==> src/rtl/dcache_port_arbiter_pkg.sv <==
// Shared types for the dcache port arbiter: FSM states, request owner tag
// and the bundled request fields that get muxed onto the dcache port.
package dcache_port_arbiter_pkg;

   typedef enum logic [1:0] {
      ARB_IDLE    = 2'd0,
      ARB_HOLD_D1 = 2'd1,
      ARB_HOLD_D2 = 2'd2
   } dport_arb_state_t;

   typedef enum logic {
      OWN_D1 = 1'b0,
      OWN_D2 = 1'b1
   } dport_owner_t;

   typedef struct packed {
      logic        wr;
      logic [1:0]  size;
      logic [3:0]  wstrb;
      logic [31:0] addr;
      logic [31:0] wdata;
      logic        uncached;
   } dport_req_t;

endpackage

==> src/rtl/dcache_port_arbiter_owner_fifo.sv <==
// In-order owner FIFO: one owner tag per accepted dcache request, popped on
// each response so data_ok can be steered back to the issuing pipe.
module dcache_port_arbiter_owner_fifo
   import dcache_port_arbiter_pkg::*;
#(
   parameter int DEPTH = 4
) (
   input  logic                     clk,
   input  logic                     rst_n,
   input  logic                     i_push,
   input  dport_owner_t             i_push_owner,
   input  logic                     i_pop,
   output dport_owner_t             o_head,
   output logic                     o_full,
   output logic                     o_empty,
   output logic [$clog2(DEPTH):0]   o_count
);

   localparam int PW = $clog2(DEPTH);
   localparam int CW = PW + 1;

   logic [DEPTH-1:0] r_mem;
   logic [PW-1:0]    r_wr_ptr;
   logic [PW-1:0]    r_rd_ptr;
   logic [CW-1:0]    r_count;
   logic             w_push;
   logic             w_pop;

   assign o_full  = (r_count == CW'(DEPTH));
   assign o_empty = (r_count == '0);
   assign o_count = r_count;
   assign o_head  = r_mem[r_rd_ptr] ? OWN_D2 : OWN_D1;

   // push on full / pop on empty are dropped here as a second line of defence
   assign w_push = i_push && !o_full;
   assign w_pop  = i_pop && !o_empty;

   always_ff @(posedge clk or negedge rst_n) begin
      if (!rst_n) begin
         r_mem    <= '0;
         r_wr_ptr <= '0;
         r_rd_ptr <= '0;
         r_count  <= '0;
      end else begin
         if (w_push) begin
            r_mem[r_wr_ptr] <= (i_push_owner == OWN_D2);
            r_wr_ptr        <= r_wr_ptr + PW'(1);
         end
         if (w_pop) begin
            r_rd_ptr <= r_rd_ptr + PW'(1);
         end
         case ({w_push, w_pop})
            2'b10:   r_count <= r_count + CW'(1);
            2'b01:   r_count <= r_count - CW'(1);
            default: r_count <= r_count;
         endcase
      end
   end

endmodule

==> src/rtl/dcache_port_arbiter.sv <==
// Shares the single dcache request port between data pipes d1 (older, priority)
// and d2; an owner FIFO routes each dcache data_ok back to its issuing pipe.
module dcache_port_arbiter
   import dcache_port_arbiter_pkg::*;
#(
   parameter int MAX_OUTST = 4
) (
   input  logic                        clk,
   input  logic                        rst_n,
   input  logic                        i_d1_req,
   input  logic                        i_d1_wr,
   input  logic [1:0]                  i_d1_size,
   input  logic [3:0]                  i_d1_wstrb,
   input  logic [31:0]                 i_d1_addr,
   input  logic [31:0]                 i_d1_wdata,
   input  logic                        i_d1_uncached,
   output logic                        o_d1_addr_ok,
   output logic                        o_d1_data_ok,
   output logic [31:0]                 o_d1_rdata,
   input  logic                        i_d2_req,
   input  logic                        i_d2_wr,
   input  logic [1:0]                  i_d2_size,
   input  logic [3:0]                  i_d2_wstrb,
   input  logic [31:0]                 i_d2_addr,
   input  logic [31:0]                 i_d2_wdata,
   input  logic                        i_d2_uncached,
   output logic                        o_d2_addr_ok,
   output logic                        o_d2_data_ok,
   output logic [31:0]                 o_d2_rdata,
   output logic                        o_dcache_req,
   output logic                        o_dcache_wr,
   output logic [1:0]                  o_dcache_size,
   output logic [3:0]                  o_dcache_wstrb,
   output logic [31:0]                 o_dcache_addr,
   output logic [31:0]                 o_dcache_wdata,
   output logic                        o_dcache_uncached,
   input  logic                        i_dcache_addr_ok,
   input  logic                        i_dcache_data_ok,
   input  logic [31:0]                 i_dcache_rdata,
   output logic [$clog2(MAX_OUTST):0]  o_outst_cnt,
   output logic                        o_resp_err
);

   dport_arb_state_t r_state;
   logic             r_resp_err;
   dport_owner_t     w_sel;
   logic             w_sel_req;
   dport_req_t       w_d1;
   dport_req_t       w_d2;
   dport_req_t       w_mux;
   logic             w_accept;
   logic             w_resp;
   logic             w_full;
   logic             w_empty;
   dport_owner_t     w_head;

   assign w_d1 = '{wr: i_d1_wr, size: i_d1_size, wstrb: i_d1_wstrb, addr: i_d1_addr,
                   wdata: i_d1_wdata, uncached: i_d1_uncached};
   assign w_d2 = '{wr: i_d2_wr, size: i_d2_size, wstrb: i_d2_wstrb, addr: i_d2_addr,
                   wdata: i_d2_wdata, uncached: i_d2_uncached};

   // once a request is presented but not taken, the owner is locked so the
   // downstream request stays stable even if the other pipe asserts
   always_comb begin
      w_sel = OWN_D1;
      case (r_state)
         ARB_HOLD_D1: w_sel = OWN_D1;
         ARB_HOLD_D2: w_sel = OWN_D2;
         default:     w_sel = i_d1_req ? OWN_D1 : OWN_D2;
      endcase
   end

   assign w_sel_req    = (w_sel == OWN_D1) ? i_d1_req : i_d2_req;
   assign w_mux        = (w_sel == OWN_D1) ? w_d1 : w_d2;
   assign o_dcache_req = w_sel_req && !w_full;
   assign w_accept     = o_dcache_req && i_dcache_addr_ok;
   assign w_resp       = i_dcache_data_ok && !w_empty;

   assign o_dcache_wr       = w_mux.wr;
   assign o_dcache_size     = w_mux.size;
   assign o_dcache_wstrb    = w_mux.wstrb;
   assign o_dcache_addr     = w_mux.addr;
   assign o_dcache_wdata    = w_mux.wdata;
   assign o_dcache_uncached = w_mux.uncached;

   assign o_d1_addr_ok = w_accept && (w_sel == OWN_D1);
   assign o_d2_addr_ok = w_accept && (w_sel == OWN_D2);
   assign o_d1_data_ok = w_resp && (w_head == OWN_D1);
   assign o_d2_data_ok = w_resp && (w_head == OWN_D2);
   assign o_d1_rdata   = i_dcache_rdata;
   assign o_d2_rdata   = i_dcache_rdata;
   assign o_resp_err   = r_resp_err;

   dcache_port_arbiter_owner_fifo #(
      .DEPTH (MAX_OUTST)
   ) u_owner_fifo (
      .clk          (clk),
      .rst_n        (rst_n),
      .i_push       (w_accept),
      .i_push_owner (w_sel),
      .i_pop        (w_resp),
      .o_head       (w_head),
      .o_full       (w_full),
      .o_empty      (w_empty),
      .o_count      (o_outst_cnt)
   );

   always_ff @(posedge clk or negedge rst_n) begin
      if (!rst_n) begin
         r_state    <= ARB_IDLE;
         r_resp_err <= 1'b0;
      end else begin
         if (i_dcache_data_ok && w_empty) begin
            r_resp_err <= 1'b1;
         end
         case (r_state)
            ARB_IDLE: begin
               if (o_dcache_req && !i_dcache_addr_ok) begin
                  r_state <= (w_sel == OWN_D1) ? ARB_HOLD_D1 : ARB_HOLD_D2;
               end
            end
            ARB_HOLD_D1: begin
               if (!i_d1_req || w_accept) r_state <= ARB_IDLE;
            end
            ARB_HOLD_D2: begin
               if (!i_d2_req || w_accept) r_state <= ARB_IDLE;
            end
            default: r_state <= ARB_IDLE;
         endcase
      end
   end

endmodule

==> config.mk <==
export PLATFORM = sky130hd
export DESIGN_NAME = dcache_port_arbiter
export DESIGN_NICKNAME = d
export VERILOG_FILES = /design/src/rtl/dcache_port_arbiter_pkg.sv /design/src/rtl/dcache_port_arbiter_owner_fifo.sv /design/src/rtl/dcache_port_arbiter.sv
export SDC_FILE = /design/constraint.sdc
export NUM_CORES = 1
export LEC_CHECK = 0
export ABC_AREA = 1
export BUFFER_PORTS_ARGS = -buffer_cell sky130_fd_sc_hd__buf_4
export CAP_MARGIN = 15
export CORE_AREA = 2 2 127 129
export DETAILED_ROUTE_END_ITERATION = 8
export DIE_AREA = 0 0 129 131
export GPL_ROUTABILITY_DRIVEN = 0
export PLACE_DENSITY = 0.48
export RECOVER_POWER = 25
export REMOVE_ABC_BUFFERS = 1
export SLEW_MARGIN = 10
export SYNTH_ARGS = -nofsm -noshare
export SYNTH_HDL_FRONTEND = slang
export SYNTH_SLANG_ARGS = --single-unit
==> constraint.sdc <==
create_clock -name clk -period 2.7 [get_ports clk]
set_clock_uncertainty 0.2 [all_clocks]
set_input_delay 0.135 -clock clk [delete_from_list [all_inputs] [get_ports clk]]
set_output_delay 0.135 -clock clk [all_outputs]
set_load 0.02 [all_outputs]
# After elaboration in Yosys (flattened, before gate mapping)
# Index checks and enable logic that the tools add are counted.
# word_totals
register_bits	14
latch_bits	0
ram_bits	0
mem_bits_ro	0
input_bits	182
out_inout_bits	145
memories	0
# op_classes
addsub	4
multipliers	0
div	0
magnitude_cmp	3
n_eq_ne	8
shift	0
mux	16
bitwise_logic	2
n_reduce_logical	23
# ops
operator	count
72-bit two-way mux	1
1-bit logical AND	12
2-bit two-way mux	4
2-bit by 3-bit < comparator with 1-bit output (second input constant)	2
2-bit != test (second input constant)	3
2-bit case mux with 3 select lines	1
3-bit case mux with 2 select lines	1
1-bit logical NOT	5
1-bit two-way mux	5
2-bit by 1-bit adder with 2-bit output (second input constant)	2
4-bit bitwise mux	1
2-bit by 1-bit equality test with 1-bit output (second input constant)	2
2-bit equality test (second input constant)	2
3-bit by 1-bit adder with 3-bit output (second input constant)	1
3-bit equality test (second input constant)	1
3-bit logical NOT	1
3-bit AND reduction	1
3-bit by 1-bit subtractor with 3-bit output (second input constant)	1
1-bit binary-select mux with 2-bit select	1
1-bit demux with 2-bit select	1
2-bit by 1-bit >= comparator with 1-bit output (second input constant)	1
2-bit logical NOT	1
1-bit logical OR	2
1-bit inverter	2
other kinds (2)	2

# Depth between registers and ports, before layout
# Gate-level depths: netlist (run 1).
# logic_depth
depth_word	8
depth_mapped	13

# Hierarchy
# A second synthesis (run 1) with hierarchy kept.
# hier_totals
cells_unflattened	427
area_unflattened_um2	2394.8
# modules_own_cells
mod	instances	cells_each	area_per_inst_um2	seq_area_each_um2
dcache_port_arbiter	1	344	1726.7	75.1
dcache_port_arbiter_owner_fifo	1	83	668.1	275.3

# Worst setup path before layout (run 1)
# Ideal clock, no wire load.
# synth_timing
kind	flip-flop to flip-flop
from	register r_state[0]
to	register u_owner_fifo.r_count[2] (netlist: u_owner_fifo.o_count[2])
t_arrival_ns	2.044
required_time_ns	2.369
path_slack_ns	0.325
stages_incl_launch_ff	14
path_buffers	0
path_cell_list	dfrtp_1 -> inv_1 -> ha_1 -> inv_1 -> nand2_2 -> nand2_4 -> nand2_2 -> nand3_4 -> ha_1 -> inv_1 -> fa_1 -> a21oi_1 -> o21ai_0 -> xor2_1
# synth_between
elab_chain_cells	8
word_cells_on_any_way	11
# synth_lines
element	line_no	rtl
from (decl)	dcache_port_arbiter.sv:44	dport_arb_state_t r_state;
from (signal assigned)	dcache_port_arbiter.sv:119	r_state <= (w_sel == OWN_D1) ? ARB_HOLD_D1 : ARB_HOLD_D2;
2-bit equality test or 2-bit by 1-bit equality test with 1-bit output (tied branches)	dcache_port_arbiter.sv:66	case (r_state)
1-bit case mux with 2 select lines (*)	dcache_port_arbiter.sv:66	
1-bit two-way mux (*)	dcache_port_arbiter.sv:73	assign w_sel_req = (w_sel == OWN_D1) ? i_d1_req : i_d2_req;
1-bit logical AND (*)	dcache_port_arbiter.sv:75	assign o_dcache_req = w_sel_req && !w_full;
1-bit logical AND (*)	dcache_port_arbiter.sv:76	assign w_accept = o_dcache_req && i_dcache_addr_ok;
1-bit logical AND (*)	dcache_port_arbiter_owner_fifo.sv:35	assign w_push = i_push && !o_full;
2-bit by 1-bit equality test with 1-bit output or 2-bit equality test (tied branches)	dcache_port_arbiter_owner_fifo.sv:52	case ({w_push, w_pop})
3-bit case mux with 2 select lines or 2-bit nonzero test (tied branches)	n/a	
to (signal assigned)	dcache_port_arbiter_owner_fifo.sv:53	2'b10: r_count <= r_count + CW'(1);
to (signal assigned)	dcache_port_arbiter_owner_fifo.sv:54	2'b01: r_count <= r_count - CW'(1);
to (signal assigned)	dcache_port_arbiter_owner_fifo.sv:55	default: r_count <= r_count;
to (decl)	dcache_port_arbiter_owner_fifo.sv:25	logic [CW-1:0] r_count;
# Every way passes the cells marked *; elsewhere a longest branch is shown, timed or not.
# A chain may end at the register's enable or synchronous reset.

# Worst setup path after layout (run 1)
# Same ends and word-level chain as after synthesis.

==> results of run 1 <==
stage by stage:
step           power [mW]  area, um2  utilization, %  hold WS [ps]  cells
5_1_grt              4.23       3820            24.5          63.6    774
3_3_place_gp         3.62       3710            23.8          -197    768
2_1_floorplan        2.19       1680               -          -361    318
3_5_place_dp         3.60       3710            23.8          -195    768
6_report             3.87       3820            24.5          26.6    774
4_1_cts              3.93       3820            24.5          26.0    774
final cells by class:
cell class / instances / area, um2
Fill cell: 1769 / 11800
Clock buffer: 4 / 88.8
Tap cell: 216 / 270
Inverter: 18 / 67.6
Multi-Input combinational cell: 286 / 1260
Timing Repair Buffer: 236 / 1780
Sequential cell: 14 / 350
path summary, 6_finish.rpt:
path / end / slack (ps) / cells after the start
setup / recovery: u_owner_fifo.o_count[2] / 220 / 13
hold / removal: u_owner_fifo.r_mem[0] / 30 / 3
setup reg to reg: u_owner_fifo.o_count[2] / 220 / 13
hold reg to reg: o_resp_err / 270 / 1
max in group asynchronous: u_owner_fifo.o_count[1] / 2030 / 2
min in group asynchronous: u_owner_fifo.r_rd_ptr[1] / 90 / 2
worst register-to-register path, stage by stage (launching register included):
cell and delay (ps):
dfrtp_1 360, inv_1 70, ha_1 330, inv_1 80, nand2_2 60, nand2_4 80
nand2_2 70, nand3_4 130, ha_1 150, inv_1 60, fa_1 380, a21oi_1 150
o21ai_1 90, xor2_1 140
Yosys cell counts:
cell type and n:
inv_1 16, buf_6 1, nand3_4 1, fa_1 1, xnor2_1 1, clkbuf_1 1, o21ai_0 3, a31o_2 1
o21ai_1 4, inv_2 2, nand2_1 234, ha_1 8, a21oi_4 1, dfrtp_1 14, xor2_1 3, nor2_1 9
nand3_1 8, nor2_2 1, buf_4 67, and2_1 1, a21oi_1 3, nand2_2 5, nand2_4 1, buf_2 11
a32oi_1 1
power breakdown:
part / internal [mW] / switching (mW)
logic: 1.24 / 1.92
clock network: 0.225 / 0.0945
registers: 0.309 / 0.0737
total: 1.77 / 2.09
layer usage:
layer  vias to the layer above  track usage (%)  wire length [um]  part of all wire, %
met5                         -             6.47                79                 0.74
met4                         4             1.09                40                 0.37
met3                         6             8.67              1700                   16
met2                       202             14.8              4510                   42
met1                      1211             13.5              4380                   41
li1                       1449                -                 -                    -
registers in the layout (all words and copies together), names as in the netlist:
| name | count |
|---|---|
| u_owner_fifo.r_wr_ptr | 2 |
| u_owner_fifo.r_mem | 4 |
| o_resp_err | 1 |
| u_owner_fifo.r_rd_ptr | 2 |
| u_owner_fifo.o_count | 3 |
| r_state | 2 |
timing repair:
item                                   CTS  global route
setup buffers                            0             0
gates resized for setup                  0             2
setup endpoints to repair                0             7
endpoints found under the hold margin   15             0
hold buffers                             2             0
logic make-up after synthesis:
family	share of synthesized area, %
compound gates	3.72
flops	15.5
xor+xnor	1.55
buf+inv	28.4
simple gates	45.4
fa+ha+maj	5.33
==> metrics.yaml, run 1 <==
synth_area_mm2: 0.00225
hold_viol: 0
syn_to_final_growth_pct: 69.5
yosysUniqueCellTypes: 25
drt_wl_total_um: 10700
critical_path_buf_inv_count: 3
vias_per_cell: 3.71
slew_headroom_pct: 67.1
clock_path_buffers: 2
status: "completed"
final_common_cell: "nand2_1"
drtIter0Drc: 91
drc: 0
r2r_start: "r_state[0]"
min_from: "i_dcache_addr_ok"
p_leak_nw: 2.26
crit_type: "register to register"
ant_nets: 0
dp_hpwl_um: 8770
setup_violations: 0
path_delay_family: "adder cells"
end_kind: "register"
dp_slack_ps: 213
dieWidth_um: 129
cp_cell_sequence: "inv_1 > ha_1 > inv_1 > nand2_2 > nand2_4 > nand2_2 > nand3_4 > ha_1 > inv_1 > fa_1 > a21oi_1 > o21ai_1 > xor2_1"
hold_path.class: "input port to register"
finalMaxSlewViolations: 0
fp.dieH_um: 131
grt_pass1_wl_um: 14200
io-pin-count: 327
io_buffers: 230
ir_worst_vdd_mv: 0.348
initial_utilization_pct: 14.5
root_buffer: "clkbuf_16"
path_max_fanout: 7
start_kind: "register"
fin_setup_tns_ps: 0
clock_latency_ps: 250
synth_top_area_cell: "nand2_1"
path_clk_slew_ps: 50
first_pass_iters: 4
synth_top_area_share_pct: 39.0
avgSynthCellArea_um2: 5.66
ys_seq_area_share_pct: 15.5
slowest_stage: "fa_1"
grt_max_degree: 64
rsz0062_at_grt: "no"
p_per_area_mw_per_mm2: 1010
path_common_cell: "inv_1"
crit_required_ps: 2620
ys_seq_elements: 14
final_cell_mix: "234 x nand2_1, 233 x buf_4, 16 x inv_1"
worst_slew_pin_slew_ps: 494
ys_top_cells_by_area: "nand2_1 39%, buf_4 22%, dfrtp_1 16%"
min_period_ps: 2480
final_layout_size_suffix_gt1_share_pct: 44.8
antennaDiodeCount: 0
slowest_delay_ps: 380
layout.nets: 750
grt_pass1_vias: 2526
cap_violations: 0
overflow: 0
clock_sinks: 14
cts_tree: "done"
fmax_ghz: 0.404
coreArea_mm2: 0.0156
vias: 2872
final.period_utilization_pct: 91.7
die_area_mm2: 0.0169
antenna_found_initial: 0
startpoint: "r_state[0]"
cts_max_level: 1
ys_warn_count: 0
arrival_ps: 2400
wl_per_cell_um: 13.8
rows: 46
synthCells: 398
cts_buffers: 3
grt_use_total_pct: 11.0
fin_ws_ps: 225
Note: power is estimated with default switching activity, not from simulation.
==> run 2, diff against run 1 <==
Settings changed: ABC_AREA 1 to 0, CORE_AREA 2 2 127 129 to 2 2 126 128, DIE_AREA 0 0 129 131 to 0 0 128 130.
==> run 2 against run 1 <==
Compared with the run above: combinational power grew 28%; sequential share of layout area grew 0.076 points; first-iteration DRC count shrank 12%; via count shrank 20%; total power grew 23%; sequential power grew 8.9%; count of clock-buffer cells in the layout shrank 1; hold slack gained 0.82 ps; flip-flop and latch count is the same; synthesized area shrank 1.6%; register-to-register slack lost 90 ps; global-route usage grew 1.4 points; largest cell class unchanged; highest routed layer is now met4.
==> metrics.yaml, run 2 <==
ys_async_sr_fraction_pct: 100  # unchanged
worst_slew_pin_slew_ps: 391  # -103 ps
synthCells: 222  # -44%
synth_area_mm2: 0.00222  # -1.6%
final_cell_mix: "232 x buf_4, 72 x mux2_2, 14 x dfrtp_1"
fin_setup_tns_ps: 0  # unchanged
clock_sinks: 14  # unchanged
rsz0062_at_grt: "no"
initial_utilization_pct: 14.4  # -0.073 points
swShare_pct: 47.7  # -6.4 points
syn_to_final_growth_pct: 70.8
seq_power_share_pct: 8.7  # -1.2 points
io-pin-count: 327  # unchanged
reg2reg_setup_slack_ps: 130  # -90 ps
dpl.cell_count: 573  # -25%
cts_max_level: 1  # unchanged
die_area_mm2: 0.0166  # -1.5%
root_buffer: "clkbuf_16"
reg2reg_depth: 9  # -4
r2r_start: "r_state[0]"
first_pass_iters: 4  # unchanged
setup_violations: 0  # unchanged
power.switching_mw: 2.27  # +8.6%
antenna_found_initial: 0  # unchanged
fmax_ghz: 0.389  # -3.6%
grt_pass1_vias: 2341  # -7.3%
io_buffers: 230  # unchanged
path_clk_slew_ps: 50  # about the same
final.period_utilization_pct: 95.1  # +3.4 points
synth_top_area_cell: "mux2_2"
power_frac_comb_pct: 85.4  # +3.5 points
drt_wl_total_um: 11500  # +7.1%
p_per_area_mw_per_mm2: 1260  # +24%
wl_per_cell_um: 19.8  # +43%
min_period_ps: 2570  # +93.1 ps
hold_viol: 0  # unchanged
fp.dieH_um: 130  # -0.76%
rows: 46  # unchanged
path_delay_family: "adder cells"
avgSynthCellArea_um2: 9.99  # +76%
cap_violations: 0  # unchanged
final_layout_size_suffix_gt1_share_pct: 82.7  # +38 points
ir_worst_vdd_mv: 0.494  # +42%
grt_use_total_pct: 12.4  # +1.4 points
vias: 2289  # -20%
path_common_cell: "inv_1"
coreArea_mm2: 0.0154  # -1.1%
ys_warn_count: 0  # unchanged
drtIter0Drc: 80  # -12%
final_cell_count_no_fill: 579  # -25%
reg2reg_to: "u_owner_fifo.o_count[1]"
intPower_mw: 2.49  # +40%
ys_top_cells_by_area: "mux2_2 37%, buf_4 22%, dfrtp_1 16%"
drc: 0  # unchanged
crit_type: "register to register"
synth_most_common_cell: "mux2_2"
clock_path_buffers: 2  # unchanged
ant_nets: 0  # unchanged
ys_seq_area_share_pct: 15.8  # +0.25 points
dp_hpwl_um: 10000  # +14%
top_register: "u_owner_fifo.r_mem"
start_kind: "register"
overflow: 0  # unchanged
startpoint: "r_state[0]"
slowest_stage: "fa_1"
hold_path.class: "input port to register"
power_frac_clock_pct: 5.9  # -2.4 points
crit_path_end: "u_owner_fifo.o_count[1]"
vias_per_cell: 3.95  # +6.5%
clock_latency_ps: 240  # about the same
antennaDiodeCount: 0  # unchanged
synthTopCellsByCount: "72 x mux2_2, 65 x buf_4, 14 x dfrtp_1, 9 x inv_1, 8 x ha_1"
layout.nets: 580  # -23%
dieWidth_um: 128  # -0.78%
status: "completed"
end_kind: "register"
synth_top_area_share_pct: 36.5  # -2.4 points
p_leak_nw: 1.85  # -18%
cts_tree: "done"
slowest_delay_ps: 410  # +30 ps
synth-main-ff-cell: "dfrtp_1"
synth_edf_count: 0  # unchanged
crit_required_ps: 2660  # +40 ps
final_common_cell: "buf_4"
yosysUniqueCellTypes: 29  # +16%
grt_max_degree: 52  # -19%
path_max_fanout: 4  # -3
crit_cells: 9  # -4
arrival_ps: 2530  # +130 ps
cts_buffers: 3  # unchanged
slew_headroom_pct: 73.8  # +6.8 points
critical_path_buf_inv_count: 2  # -1
finalMaxSlewViolations: 0  # unchanged
grt_pass1_wl_um: 15200  # +7.5%
ys_seq_elements: 14  # unchanged
cp_cell_sequence: "inv_1 > ha_4 > nand2b_2 > a311oi_4 > nand2_2 > ha_1 > inv_1 > fa_1 > o21ai_0"
largest_reg_flops: 4  # unchanged
[run 2: repair_timing]
item,CTS,global route
resized for setup,0,5
hold buffers,2,0
buffers inserted,0,1
hold endpoints to repair,15,0
endpoints found under the setup margin,0,4
[run 2: layout make-up]
type	instances	area (um2)
Clock buffer	3	75.1
Sequential cell	14	350
Tap cell	192	240
Inverter	9	33.8
Fill cell	1684	11600
Multi-Input combinational cell	126	1310
Timing Repair Buffer	235	1780
[run 2: metal layers]
layer	share of wire, %	GRT usage [%]	wire length [um]
met5	0	2.65	0
met4	0.15	0.582	17
met3	18	11.0	2080
met2	42	16.5	4830
met1	40	15.2	4550
[run 2: power groups by stage]
stage / sequential (mW) / combinational (mW) / clock, mW
after global placement: 0.411 / 4.01 / 0
after CTS: 0.413 / 4.07 / 0.288
after global routing: 0.430 / 4.32 / 0.300
final: 0.416 / 4.07 / 0.279
after floorplan: 0.424 / 2.16 / 0
after detailed placement: 0.415 / 4.05 / 0
[run 2: kinds of logic (layout without fill, tap and decap cells)]
kind of cell	after synthesis	after routing	share of synthesized area, %
mux	75	75	38.7
xor+xnor	6	6	2.37
compound gates	15	15	5.30
simple gates	21	21	5.70
buf+inv	82	247	26.7
flops	14	14	15.8
fa+ha+maj	9	9	5.41
[run 2: how the worst min path moves through the flow]
stage	end	cells after the start	from
final	u_owner_fifo.r_wr_ptr[0]	3	i_dcache_addr_ok
after global routing	u_owner_fifo.r_mem[1]	3	i_d2_req
after CTS	u_owner_fifo.r_wr_ptr[0]	3	i_dcache_addr_ok
after detailed placement	u_owner_fifo.o_count[2]	1	rst_n
after global placement	u_owner_fifo.o_count[0]	1	rst_n
after floorplan	o_resp_err	0	rst_n
[run 2: stage by stage]
stage | util, % | instance area [um2] | setup slack [ps] | power (mW) | hold WS, ps
3_5_place_dp | 23.7 | 3660 | 25.8 | 4.47 | -197
2_1_floorplan | - | 1660 | -762 | 2.58 | -361
4_1_cts | 24.4 | 3760 | 6.34 | 4.78 | 29.1
3_3_place_gp | 23.7 | 3660 | 124 | 4.42 | -204
5_1_grt | 24.6 | 3790 | 0.403 | 5.05 | 47.9
6_report | 24.6 | 3790 | 132 | 4.76 | 27.5
[run 2: tightest hold or removal path, delay by kind of cell]
kind,cells,cell delay (ps)
and+or+nand+nor,1,90
xor gates and xnor gates,1,70
buffers and inverters,1,130
==> run 3, diff against run 2 <==
Settings changed: CORE_AREA 2 2 126 128 to 2 2 127 129, DIE_AREA 0 0 128 130 to 0 0 129 131, PLACE_DENSITY 0.48 to 0.49.
Clock period 2.7 ns to 2.1 ns, I/O delays scaled along.
==> run 3 against run 2 <==
Compared with the run above: the run now ends with negative setup slack left; total power grew 93%; routed wire length grew 13%; utilization grew 7.0 points; register-to-register slack lost 400 ps; combinational power grew 100%; critical endpoint is now o_dcache_addr[26]; highest routed layer is now met5.
==> metrics.yaml, run 3 (synthesis results as in run 2) <==
grt_use_total_pct: 13.9  # +1.6 points
antennaDiodeCount: 0  # unchanged
hold_path.class: "input port to output pin"
slowest_stage: "dfrtp_1"
min_period_ps: 2410
vias_per_cell: 3.85  # -2.5%
wl_per_cell_um: 20.3  # +2.5%
total_power_mw: 9.17  # +93%
cap_violations: 0  # unchanged
die_area_mm2: 0.0169  # +1.6%
vias: 2467  # +7.8%
grt_pass1_vias: 2588  # +11%
slowest_delay_ps: 380  # -30 ps
path_clk_slew_ps: 40  # about the same
reg2reg_setup_slack_ps: -270  # -400 ps
final_cell_mix: "173 x buf_4, 81 x buf_6, 73 x mux2_4"
final_layout_size_suffix_gt1_share_pct: 86.1  # +3.4 points
clock_sinks: 14  # unchanged
slew_headroom_pct: 80.1  # +6.3 points
cts_max_level: 1  # unchanged
rsz0062_at_grt: "yes"
setup_violations: 78  # +78
first_pass_iters: 4  # unchanged
worst_slew_pin_slew_ps: 296  # -94.8 ps
fin_ws_ps: -312  # -443 ps
largest_reg_flops: 4  # unchanged
critical_path_buf_inv_count: 6  # +4
drt_wl_total_um: 13000  # +13%
start_kind: "register"
arrival_ps: 2110  # -420 ps
fp.dieH_um: 131  # +0.77%
dp_slack_ps: -369  # -395 ps
root_buffer: "clkbuf_16"
syn_to_final_growth_pct: 122
path_common_cell: "buf_6"
final.period_utilization_pct: 115
crit_required_ps: 1790  # -870 ps
drtIter0Drc: 63  # -21%
clock_path_buffers: 2  # unchanged
final_common_cell: "buf_4"
antenna_found_initial: 0  # unchanged
io-pin-count: 327  # unchanged
layout.nets: 616  # +6.2%
top_register: "u_owner_fifo.r_mem"
cts_tree: "done"
finalMaxSlewViolations: 0  # unchanged
ir_worst_vdd_mv: 0.699  # +42%
p_leak_nw: 2.53  # +37%
rows: 46  # unchanged
io_buffers: 230  # unchanged
coreArea_mm2: 0.0156  # +1.1%
grt_pass1_wl_um: 17000  # +12%
status: "finished with violations"
clock_latency_ps: 240  # about the same
fmax_ghz: 0.415
cp_cell_sequence: "inv_2 > ha_4 > nand2b_4 > buf_6 > nand2_8 > buf_6 > buf_6 > buf_6 > mux2_4 > buf_6"
p_per_area_mw_per_mm2: 1860  # +48%
dp_hpwl_um: 10800  # +7.4%
path_delay_family: "buffers and inverters"
path_max_fanout: 5  # +1
initial_utilization_pct: 14.2  # -0.16 points
drc: 0  # unchanged
hold_viol: 0  # unchanged
overflow: 0  # unchanged
dieWidth_um: 129  # +0.78%
grt_max_degree: 15  # -71%
ant_nets: 0  # unchanged
end_kind: "output pin"
violations: "negative setup slack"
cts_buffers: 3  # unchanged
crit_type: "register to output pin"
==> run 3: metal layers <==
metal / share of wire, % / track usage (%)
met5: 0.22 / 2.35
met4: 0.78 / 1.09
met3: 16 / 10.7
met2: 46 / 20.9
met1: 37 / 16.2
==> run 3: worst reg2reg max path: stages (launching register included) <==
cell and delay (ps):
dfrtp_1 380, inv_2 110, ha_4 230, nand2b_4 160, a311oi_4 310, nand2_2 120
ha_4 180, inv_2 50, fa_2 180, xor2_1 140, nor2_1 60, xor2_1 140
==> run 3: timing repair <==
item,CTS,global route
buffers inserted,11,6
gates resized for setup,170,21
pin swaps,8,7
setup endpoints to repair,83,84
gates cloned,4,2
endpoints found under the hold margin,15,0
hold buffers,2,0
==> run 3: power breakdown <==
part	internal, mW	switching, mW	leakage, nW
Clock	0.288	0.108	0.0442
Combinational	4.79	3.47	2.32
Sequential	0.408	0.108	0.166
Total	5.48	3.68	2.53
==> run 3: cell type report <==
| type | instances | area [um2] |
|---|---|---|
| clock buffer | 4 | 88.8 |
| fill | 1653 | 10700 |
| tap | 216 | 270 |
| inverter | 9 | 33.8 |
| multi-input combinational | 126 | 1640 |
| timing repair buffer | 271 | 2540 |
| sequential | 14 | 350 |
==> run 3: worst paths after layout <==
kind | from | end | cells past startpoint
worst max-delay path | r_state[0] | o_dcache_addr[26] | 10
worst min-delay path | i_dcache_rdata[23] | o_d2_rdata[23] | 0
worst max register to register | r_state[0] | u_owner_fifo.o_count[2] | 11
worst min register to register | o_resp_err | o_resp_err | 1
max in group asynchronous | rst_n | r_state[0] | 2
min in group asynchronous | rst_n | u_owner_fifo.o_count[1] | 2
==> run 3: through the flow <==
step / hold WS (ps) / utilization (%) / TNS (ps) / instance area, um2 / instances
global route: 10.2 / 31.6 / -25000 / 4930 / 640
detailed placement: -229 / 24.7 / -14500 / 3850 / 617
finish: 10.2 / 31.6 / -19650 / 4930 / 640
CTS: 10.4 / 30.8 / -19760 / 4800 / 637
global placement: -233 / 24.7 / -12600 / 3850 / 617
floorplan: -391 / - / -95800 / 1660 / 149
